===== config.mk =====
export PLATFORM = sky130hd
export DESIGN_NAME = serial_adder_flat
export DESIGN_NICKNAME = d
export VERILOG_FILES = /design/src/rtl/serial_adder_if.sv /design/src/rtl/serial_adder.sv /design/src/flat_wrapper.sv
export SDC_FILE = /design/constraint.sdc
export NUM_CORES = 1
export LEC_CHECK = 0
export ABC_AREA = 1
export BUFFER_PORTS_ARGS = -buffer_cell sky130_fd_sc_hd__buf_2
export CELL_PAD_IN_SITES_DETAIL_PLACEMENT = 1
export CELL_PAD_IN_SITES_GLOBAL_PLACEMENT = 2
export CORE_ASPECT_RATIO = 0.5
export CORE_MARGIN = 3
export CORE_UTILIZATION = 30
export DETAILED_ROUTE_END_ITERATION = 10
export PLACE_DENSITY_LB_ADDON = 0.1
export SLEW_MARGIN = 30
export SYNTH_ARGS = -nofsm -noshare
export SYNTH_HDL_FRONTEND = slang
export SYNTH_HIERARCHICAL = 1
export SYNTH_SLANG_ARGS = --single-unit
export TNS_END_PERCENT = 50

===== constraint.sdc =====
create_clock -name clk -period 1.6 [get_ports clk]
set_input_delay 0.32 -clock clk [delete_from_list [all_inputs] [get_ports clk]]
set_output_delay 0.32 -clock clk [all_outputs]
set_load 0.1 [all_outputs]

===== src/rtl/serial_adder_if.sv =====
// serial_adder_if: operand/result bundle between a requester and the bit-serial adder.
// Latency: none; plain wires grouped for port hygiene.
// Backpressure: none; the requester watches busy/done (start is ignored while busy).
//
// Signals:
//   start, op_sub, a, b, cin   requester -> adder
//   busy, done, sum, cout      adder -> requester
//   ovf, zero                  adder -> requester, only with SERIAL_ADDER_FLAGS_EN
// Optional feature macro: SERIAL_ADDER_FLAGS_EN
interface serial_adder_if #(
  parameter int WIDTH = 32
);
  logic             start;
  logic             op_sub;
  logic [WIDTH-1:0] a;
  logic [WIDTH-1:0] b;
  logic             cin;
  logic             busy;
  logic             done;
  logic [WIDTH-1:0] sum;
  logic             cout;
`ifdef SERIAL_ADDER_FLAGS_EN
  logic             ovf;
  logic             zero;

  modport master (
    output start, op_sub, a, b, cin,
    input  busy, done, sum, cout, ovf, zero
  );

  modport slave (
    input  start, op_sub, a, b, cin,
    output busy, done, sum, cout, ovf, zero
  );
`else
  modport master (
    output start, op_sub, a, b, cin,
    input  busy, done, sum, cout
  );

  modport slave (
    input  start, op_sub, a, b, cin,
    output busy, done, sum, cout
  );
`endif
endinterface


===== src/rtl/serial_adder.sv =====
// serial_adder: bit-serial add/subtract, one bit pair per clock LSB first through one Full_Adder.
// Latency: WIDTH+1 edges from accepted start to done visible; done is a one-cycle pulse.
// Backpressure: none; start is ignored while busy, accepted again in the done cycle.
//
// Ports:
//   clk     rising-edge clock
//   rst_n   asynchronous active-low reset
//   bus     serial_adder_if.slave: start/op_sub/a/b/cin in, busy/done/sum/cout out
//           (plus ovf/zero when SERIAL_ADDER_FLAGS_EN is defined)
// Optional feature macro: SERIAL_ADDER_FLAGS_EN (signed-overflow and zero flags)

// Existing one-bit full adder cell.
module Full_Adder (
  input  logic a,
  input  logic b,
  input  logic cin,
  output logic sum,
  output logic cout
);
  assign sum  = a ^ b ^ cin;
  assign cout = (a & b) | (a & cin) | (b & cin);
endmodule

module serial_adder #(
  parameter int WIDTH = 32
) (
  input  logic          clk,
  input  logic          rst_n,
  serial_adder_if.slave bus
);
  localparam int CW = (WIDTH > 1) ? $clog2(WIDTH) : 1;

  typedef enum logic [1:0] {
    IDLE = 2'd0,
    RUN  = 2'd1,
    DONE = 2'd2
  } state_e;

  state_e           state_q,  state_d;
  logic [WIDTH-1:0] a_sh_q,   a_sh_d;
  logic [WIDTH-1:0] b_sh_q,   b_sh_d;
  logic [WIDTH-1:0] res_sh_q, res_sh_d;
  logic [WIDTH-1:0] sum_q,    sum_d;
  logic [CW-1:0]    cnt_q,    cnt_d;
  logic             carry_q,  carry_d;
  logic             cout_q,   cout_d;
  logic             busy_q,   busy_d;
  logic             done_q,   done_d;
`ifdef SERIAL_ADDER_FLAGS_EN
  logic             ovf_q,    ovf_d;
  logic             zero_q,   zero_d;
`endif

  logic             fa_sum;
  logic             fa_cout;
  logic             accept;
  logic             last_bit;
  logic [WIDTH-1:0] result_w;

  Full_Adder u_fa (
    .a    (a_sh_q[0]),
    .b    (b_sh_q[0]),
    .cin  (carry_q),
    .sum  (fa_sum),
    .cout (fa_cout)
  );

  assign accept   = bus.start && (state_q != RUN);
  assign last_bit = (state_q == RUN) && (cnt_q == CW'(WIDTH - 1));
  // Shift register contents after this edge; on the last bit this is the finished result.
  assign result_w = {fa_sum, res_sh_q[WIDTH-1:1]};

  always_comb begin
    state_d  = state_q;
    a_sh_d   = a_sh_q;
    b_sh_d   = b_sh_q;
    res_sh_d = res_sh_q;
    sum_d    = sum_q;
    cnt_d    = cnt_q;
    carry_d  = carry_q;
    cout_d   = cout_q;
`ifdef SERIAL_ADDER_FLAGS_EN
    ovf_d    = ovf_q;
    zero_d   = zero_q;
`endif

    if (accept) begin
      // Subtract is folded in at capture time (b inverted, carry seeded to 1), so the
      // operation type never needs to be consulted again during RUN.
      state_d  = RUN;
      a_sh_d   = bus.a;
      b_sh_d   = bus.op_sub ? ~bus.b : bus.b;
      carry_d  = bus.op_sub ? 1'b1 : bus.cin;
      cnt_d    = '0;
      res_sh_d = '0;
    end else begin
      unique case (state_q)
        RUN: begin
          a_sh_d   = {1'b0, a_sh_q[WIDTH-1:1]};
          b_sh_d   = {1'b0, b_sh_q[WIDTH-1:1]};
          res_sh_d = result_w;
          carry_d  = fa_cout;
          if (last_bit) begin
            state_d = DONE;
            sum_d   = result_w;
            cout_d  = fa_cout;
`ifdef SERIAL_ADDER_FLAGS_EN
            // carry_q is the carry into the MSB while the MSB is being processed.
            ovf_d   = carry_q ^ fa_cout;
            zero_d  = (result_w == '0);
`endif
          end else begin
            cnt_d = cnt_q + CW'(1);
          end
        end
        DONE:    state_d = IDLE;
        IDLE:    state_d = IDLE;
        default: state_d = IDLE;
      endcase
    end

    busy_d = (state_d == RUN);
    done_d = (state_d == DONE);
  end

  always_ff @(posedge clk or negedge rst_n) begin
    if (!rst_n) begin
      state_q  <= IDLE;
      a_sh_q   <= '0;
      b_sh_q   <= '0;
      res_sh_q <= '0;
      sum_q    <= '0;
      cnt_q    <= '0;
      carry_q  <= 1'b0;
      cout_q   <= 1'b0;
      busy_q   <= 1'b0;
      done_q   <= 1'b0;
`ifdef SERIAL_ADDER_FLAGS_EN
      ovf_q    <= 1'b0;
      zero_q   <= 1'b0;
`endif
    end else begin
      state_q  <= state_d;
      a_sh_q   <= a_sh_d;
      b_sh_q   <= b_sh_d;
      res_sh_q <= res_sh_d;
      sum_q    <= sum_d;
      cnt_q    <= cnt_d;
      carry_q  <= carry_d;
      cout_q   <= cout_d;
      busy_q   <= busy_d;
      done_q   <= done_d;
`ifdef SERIAL_ADDER_FLAGS_EN
      ovf_q    <= ovf_d;
      zero_q   <= zero_d;
`endif
    end
  end

  assign bus.busy = busy_q;
  assign bus.done = done_q;
  assign bus.sum  = sum_q;
  assign bus.cout = cout_q;
`ifdef SERIAL_ADDER_FLAGS_EN
  assign bus.ovf  = ovf_q;
  assign bus.zero = zero_q;
`endif

endmodule


===== src/flat_wrapper.sv =====
// flat-port wrapper written by rule: the top's interface ports become plain ports
module serial_adder_flat 
#(
  parameter int WIDTH = 32
)
  (clk, rst_n, bus_start, bus_op_sub, bus_a, bus_b, bus_cin, bus_busy, bus_done, bus_sum, bus_cout);
  serial_adder_if #(.WIDTH(WIDTH)) bus_i ();
  input  logic clk;
  input  logic rst_n;
  input wire logic [$bits(bus_i.start)-1:0] bus_start;
  input wire logic [$bits(bus_i.op_sub)-1:0] bus_op_sub;
  input wire logic [$bits(bus_i.a)-1:0] bus_a;
  input wire logic [$bits(bus_i.b)-1:0] bus_b;
  input wire logic [$bits(bus_i.cin)-1:0] bus_cin;
  output wire logic [$bits(bus_i.busy)-1:0] bus_busy;
  output wire logic [$bits(bus_i.done)-1:0] bus_done;
  output wire logic [$bits(bus_i.sum)-1:0] bus_sum;
  output wire logic [$bits(bus_i.cout)-1:0] bus_cout;
  assign bus_i.start = bus_start;
  assign bus_i.op_sub = bus_op_sub;
  assign bus_i.a = bus_a;
  assign bus_i.b = bus_b;
  assign bus_i.cin = bus_cin;
  assign bus_busy = bus_i.busy;
  assign bus_done = bus_i.done;
  assign bus_sum = bus_i.sum;
  assign bus_cout = bus_i.cout;
  serial_adder #(.WIDTH(WIDTH)) u_core (.clk(clk), .rst_n(rst_n), .bus(bus_i));
endmodule

==> impl_metrics.csv, run 1 <==
group,metric,value,unit
outcome,status,"finished clean",
synth,synthCells,635,
routing,vias,4507,
die,fp-row-count,35,
routing,drt-initial-drc-count,180,
synth,yosysWarningCount,6,
power,powerDensity,2118,nW/um^2
timing,drv_slew,0,
place,dpl.hpwl,9241,microns
routing,postRouteAntennaNets,0,
cells_and_area,nNetsFinal,814,
setup_path,cp_top_family,"buffers and inverters",
cts,post-cts-setup-buffers,0,
setup_path,cp.arrival,1.22,ns
synth,netlist_area,5769,sq um
cts,numCtsBuffers,17,
routing,finalWirelength,14140,microns
synth,avgSynthCellArea,9.085,sq um
place,post-place-ws,0.06582,ns
power,clockPowerShare,0.261,
die,coreArea,18610,sq um
cells_and_area,final_common_cell,"nand2_1",
die,ioPinCount,104,
cts,htree_levels,4,
cells_and_area,drive_gt1_frac,0.2172,
timing,hold_viol,0,
synth,ys_seq_area_frac,0.5986,
power,power_frac_seq,0.350,
synth,syn-num-nets,707,
timing,postLayoutSetupSlackWorst,0.05660,ns
cells_and_area,antenna_cells,0,
setup_path,cpPeakStageDelay,0.44,ns
power,p_int,8.811,mW
cells_and_area,area_delta_synth_final,27.48,%
die,die_w,202.1,microns
setup_path,crit_fanout,2,
cells_and_area,fill_cells,2212,
power,ir_drop,0.8342,mV
synth,ys_ff_latch,138,
flow_run,cap_violations,0,
routing,wl_per_cell,13.95,microns
setup_path,critical_path_class,"flip-flop to output port",
timing,fin_crit,1.543,ns
global_routing,grt_max_degree,64,
min_path,hold_path_class,"primary input to flip-flop",
cts,clk_pin_slew_worst_paths,0.06,ns
power,switching_power,6.767,mW
synth,yosysUniqueCellTypes,20,
setup_path,cp_num_buf_inv,1,
cts,cts_tree,"yes",
setup_path,worstPathCellList,"buf_2",
timing,timing.final.crit_share,0.9646,
power,p_comb_frac,0.389,
routing,routed_via_density,4.445,
place,gp_congestion,0.6758,
timing,worst_slew_pin_slew,0.5123,ns
routing,drc,0,
global_routing,track_usage,0.1391,
timing,whs,0.1063,ns
power,switching_share,0.4344,
global_routing,antenna_found_initial,1,
cts,clock_latency,0.41,ns
power,cellLeakagePower,3.732,nW
setup_path,cp-end-kind,"output port",
timing,maxSlewHeadroom,0.6608,
die,fp.dieArea,21030,sq um
cts,root_buffer,"clkbuf_16",
routing,dr.pass1.iters,4,
setup_path,ff2ff_setup_slack,0.11,ns
setup_path,cp_data_required_time,1.28,ns
cts,cts_buffer_depth,2,
setup_path,start_kind,"flip-flop",
setup_path,slowest_stage,"buf_2",
die,start_util,0.3100,
timing,setup_viol,0,
place,io_buffers,103,
cts,cts.sinks,138,
global_routing,overflow,0,
cells_and_area,final_cell_mix,"nand2_1, dfrtp_1, buf_2, nand3_1, inv_1",
die,die_h,104.1,microns
timing,fmax,647.9,MHz
global_routing,grt_pass1_vias,4648,
timing,clock_skew,0.009194,ns
global_routing,grt_pass1_wl,23700,microns
## power by group through the flow
stage	Clock [mW]	Sequential [mW]	Combinational, mW
final	4.06	5.45	6.06
after global routing	4.38	5.62	6.66
after CTS	4.20	5.45	6.12
after detailed placement	0	5.51	6.09
after global placement	0	5.48	6.01
after floorplan	0	7.70	2.42
## per-layer routing
layer  wire [microns]  GRT usage  vias to the layer above
li1                 -          -                     2230
met1             7226     0.1976                     2197
met2             6288     0.2092                       67
met3              508    0.04376                       11
met4              110    0.02963                        2
met5                9          0                        -
## through the flow
stage	instances	cell area, sq um	total power, mW	TNS [ns]	util
3_5_place_dp	980	6685	11.60	0	0.3592
6_report	1014	7355	15.58	0	0.3952
4_1_cts	1013	7305	15.77	0	0.3925
3_3_place_gp	980	6685	11.49	0	0.3592
5_1_grt	1014	7355	16.66	-0.02272	0.3952
2_1_floorplan	635	5769	10.12	0	-
## Yosys cell counts
cell type,n,share of area
a21oi_1,2,0.0017
buf_1,1,0.00065
buf_2,15,0.013
buf_4,5,0.0065
clkbuf_1,15,0.0098
dfrtp_1,138,0.60
fa_1,1,0.0035
ha_1,2,0.0043
inv_1,40,0.026
inv_2,3,0.0020
nand2_1,242,0.16
nand2_2,3,0.0033
nand3_1,65,0.056
nor2_1,5,0.0033
nor2_4,1,0.0020
o21ai_0,29,0.025
o21ai_1,5,0.0043
o22ai_1,31,0.034
xnor2_1,1,0.0015
xor2_1,31,0.047
## kinds of logic (layout without fill, tap and decap cells)
group                    Yosys count  after routing  synth area share
XOR/XNOR                          32             32           0.04858
buffers and inverters             79            199           0.05790
AND/OR/NAND/NOR                  316            316            0.2223
adder cells (fa/ha/maj)            3              3          0.007807
AO/OA/AOI/OAI                     67             67           0.06485
flip-flops                       138            138            0.5986
## final cells by class
type | instances | area [sq um] | share of cell area
flip-flops and latches | 138 | 3453 | 0.4695
multi-input cells | 418 | 2002 | 0.2722
repair buffers | 124 | 804.5 | 0.1094
clock buffers | 19 | 452.9 | 0.06159
well taps | 259 | 324.1 | 0.04406
inverters | 43 | 161.4 | 0.02195
clock inverters | 13 | 156.4 | 0.02127
## sequential cells by signal, indices dropped and copies added (netlist names)
register and cells:
u_core/bus.cout 1, u_core/cnt_q 5, u_core/bus.busy 1, u_core/a_sh_q 32
u_core/state_q 2, u_core/bus.done 1, u_core/bus.sum 32, u_core/carry_q 1
u_core/res_sh_q 31, u_core/b_sh_q 32
## tightest hold or removal path, delay by kind of cell
| family | cells | cell delay, ns |
|---|---|---|
| simple gates | 2 | 0.09 |
| buf+inv | 1 | 0.07 |
## worst paths after layout
| path | startpoint | endpoint | cells after the start |
|---|---|---|---|
| max in group asynchronous | rst_n | u_core/b_sh_q[28] | 3 |
| max reg2reg | u_core/cnt_q[1] | u_core/bus.sum[19] | 8 |
| min | bus_a[31] | u_core/a_sh_q[31] | 3 |
| max | u_core/bus.sum[15] | bus_sum[15] | 1 |
| min reg2reg | u_core/a_sh_q[31] | u_core/a_sh_q[31] | 2 |
| min in group asynchronous | rst_n | u_core/bus.sum[8] | 2 |
## repair_timing
item | 4_1_cts | 5_1_grt
hold endpoints to repair | 32 | 0
hold buffers | 1 | 0
resized for setup | 0 | 6
endpoints found under the setup margin | 0 | 34
Power figures use the tool's default switching activity.
==> run 2: changes to the inputs <==
--- a/config.mk
+++ b/config.mk
@@ -14,6 +14,7 @@
 export CORE_UTILIZATION = 30
 export DETAILED_ROUTE_END_ITERATION = 10
 export PLACE_DENSITY_LB_ADDON = 0.1
+export REMOVE_ABC_BUFFERS = 1
 export SLEW_MARGIN = 30
 export SYNTH_ARGS = -nofsm -noshare
 export SYNTH_HDL_FRONTEND = slang
==> impl_metrics.csv, run 2 (same netlist as run 1, synthesis figures left out) <==
group,metric,value,unit
outcome,status,"finished clean",
global_routing,grt_max_degree,64,
cells_and_area,final_cell_mix,"nand2_1, dfrtp_1, buf_2, nand3_1, inv_1",
place,gp_congestion,0.7226,
routing,drc,0,
power,ir_drop,0.8386,mV
die,start_util,0.3100,
cts,cts.sinks,138,
cts,cts_tree,"yes",
cells_and_area,drive_gt1_frac,0.2199,
cts,cts_buffer_depth,2,
cells_and_area,final_common_cell,"nand2_1",
power,p_comb_frac,0.392,
global_routing,grt_pass1_wl,23830,microns
global_routing,grt_pass1_vias,4757,
cts,numCtsBuffers,17,
power,power_frac_seq,0.346,
power,cellLeakagePower,3.757,nW
power,powerDensity,2117,nW/um^2
power,switching_power,6.811,mW
timing,maxSlewHeadroom,0.6654,
timing,fmax,641.5,MHz
setup_path,start_kind,"flip-flop",
routing,drt-initial-drc-count,168,
global_routing,antenna_found_initial,0,
cells_and_area,fill_cells,2193,
routing,finalWirelength,14220,microns
die,fp-row-count,35,
routing,dr.pass1.iters,4,
cells_and_area,nNetsFinal,814,
routing,postRouteAntennaNets,0,
die,die_w,202.1,microns
timing,hold_viol,0,
timing,fin_crit,1.559,ns
setup_path,cp-end-kind,"flip-flop",
setup_path,critical_path_class,"flip-flop to flip-flop",
timing,worst_slew_pin_slew,0.5054,ns
setup_path,ff2ff_setup_slack,0.04,ns
setup_path,crit_fanout,22,
die,die_h,104.1,microns
cts,clock_latency,0.41,ns
die,coreArea,18610,sq um
global_routing,overflow,0,
place,io_buffers,103,
power,clockPowerShare,0.262,
setup_path,cp_data_required_time,1.89,ns
cts,htree_levels,4,
power,switching_share,0.4332,
routing,vias,4471,
timing,setup_viol,0,
timing,clock_skew,0.005869,ns
routing,wl_per_cell,14.03,microns
power,p_int,8.913,mW
setup_path,cp.arrival,1.84,ns
global_routing,track_usage,0.1389,
timing,drv_slew,0,
power,design_power_total,15.72,mW
timing,timing.final.crit_share,0.9743,
cells_and_area,antenna_cells,0,
cells_and_area,area_delta_synth_final,28.76,%
cts,clk_pin_slew_worst_paths,0.06,ns
routing,routed_via_density,4.409,
die,fp.dieArea,21030,sq um
flow_run,cap_violations,0,
timing,whs,0.1115,ns
place,dpl.hpwl,9088,microns
min_path,hold_path_class,"primary input to flip-flop",
cts,root_buffer,"clkbuf_16",
die,ioPinCount,104,
run 2: worst max-delay path, stage by stage, from the launching register on:
cell	delay, ns
dfrtp_1	0.42
ha_4	0.17
nand2_2	0.06
nor2_2	0.09
ha_2	0.25
nand2_8	0.11
clkbuf_16	0.20
nand2_1	0.06
o21ai_0	0.07
run 2: final timing paths:
check / startpoint / end / depth (start not counted)
hold reg to reg: u_core/a_sh_q[31] / u_core/a_sh_q[31] / 2
max in group asynchronous: rst_n / u_core/bus.sum[7] / 3
hold / removal: bus_a[31] / u_core/a_sh_q[31] / 3
setup / recovery: u_core/cnt_q[0] / u_core/bus.sum[22] / 8
min in group asynchronous: rst_n / u_core/bus.sum[2] / 2
setup reg to reg: u_core/cnt_q[0] / u_core/bus.sum[22] / 8
run 2: timing repair:
| item | in CTS | in global routing |
|---|---|---|
| buffers inserted | 0 | 1 |
| resized for setup | 1 | 19 |
| hold endpoints to repair | 38 | 0 |
| gates cloned | 0 | 3 |
| hold buffers | 1 | 0 |
| endpoints found under the setup margin | 3 | 34 |
| pin swaps | 1 | 1 |
run 2: through the flow:
step / setup TNS (ns) / setup slack [ns] / cells / cell area (sq um) / utilization
CTS: 0 / 0.01043 / 1010 / 7312 / 0.3929
detailed placement: 0 / 0.01468 / 977 / 6688 / 0.3593
global route: -0.1866 / -0.02297 / 1014 / 7428 / 0.3991
global placement: 0 / 0.08430 / 977 / 6688 / 0.3593
finish: 0 / 0.04118 / 1014 / 7428 / 0.3991
floorplan: -52.82 / -0.7193 / 599 / 5597 / -
run 2: area by class of cell:
class / instances / area, sq um / share of cell area
Clock inverter: 14 / 182.7 / 0.02459
Timing Repair Buffer: 124 / 859.6 / 0.1157
Multi-Input combinational cell: 418 / 2018 / 0.2717
Inverter: 43 / 161.4 / 0.02173
Tap cell: 259 / 324.1 / 0.04362
Sequential cell: 138 / 3453 / 0.4649
Clock buffer: 18 / 429.2 / 0.05777
run 2: power by group through the flow:
stage	logic, mW	registers (mW)	clock network (mW)
after floorplan	2.25	7.69	0
after global placement	6.01	5.47	0
after detailed placement	6.11	5.49	0
after CTS	6.13	5.45	4.24
after global routing	6.78	5.62	4.44
final	6.16	5.44	4.12
run 2: routing by layer:
| metal | GRT usage | vias up | share of wire |
|---|---|---|---|
| li1 | - | 2237 | - |
| met1 | 0.1971 | 2175 | 0.52 |
| met2 | 0.2165 | 52 | 0.45 |
| met3 | 0.03251 | 7 | 0.026 |
| met4 | 0.03259 | 0 | 0.0061 |
| met5 | 0 | - | 0 |
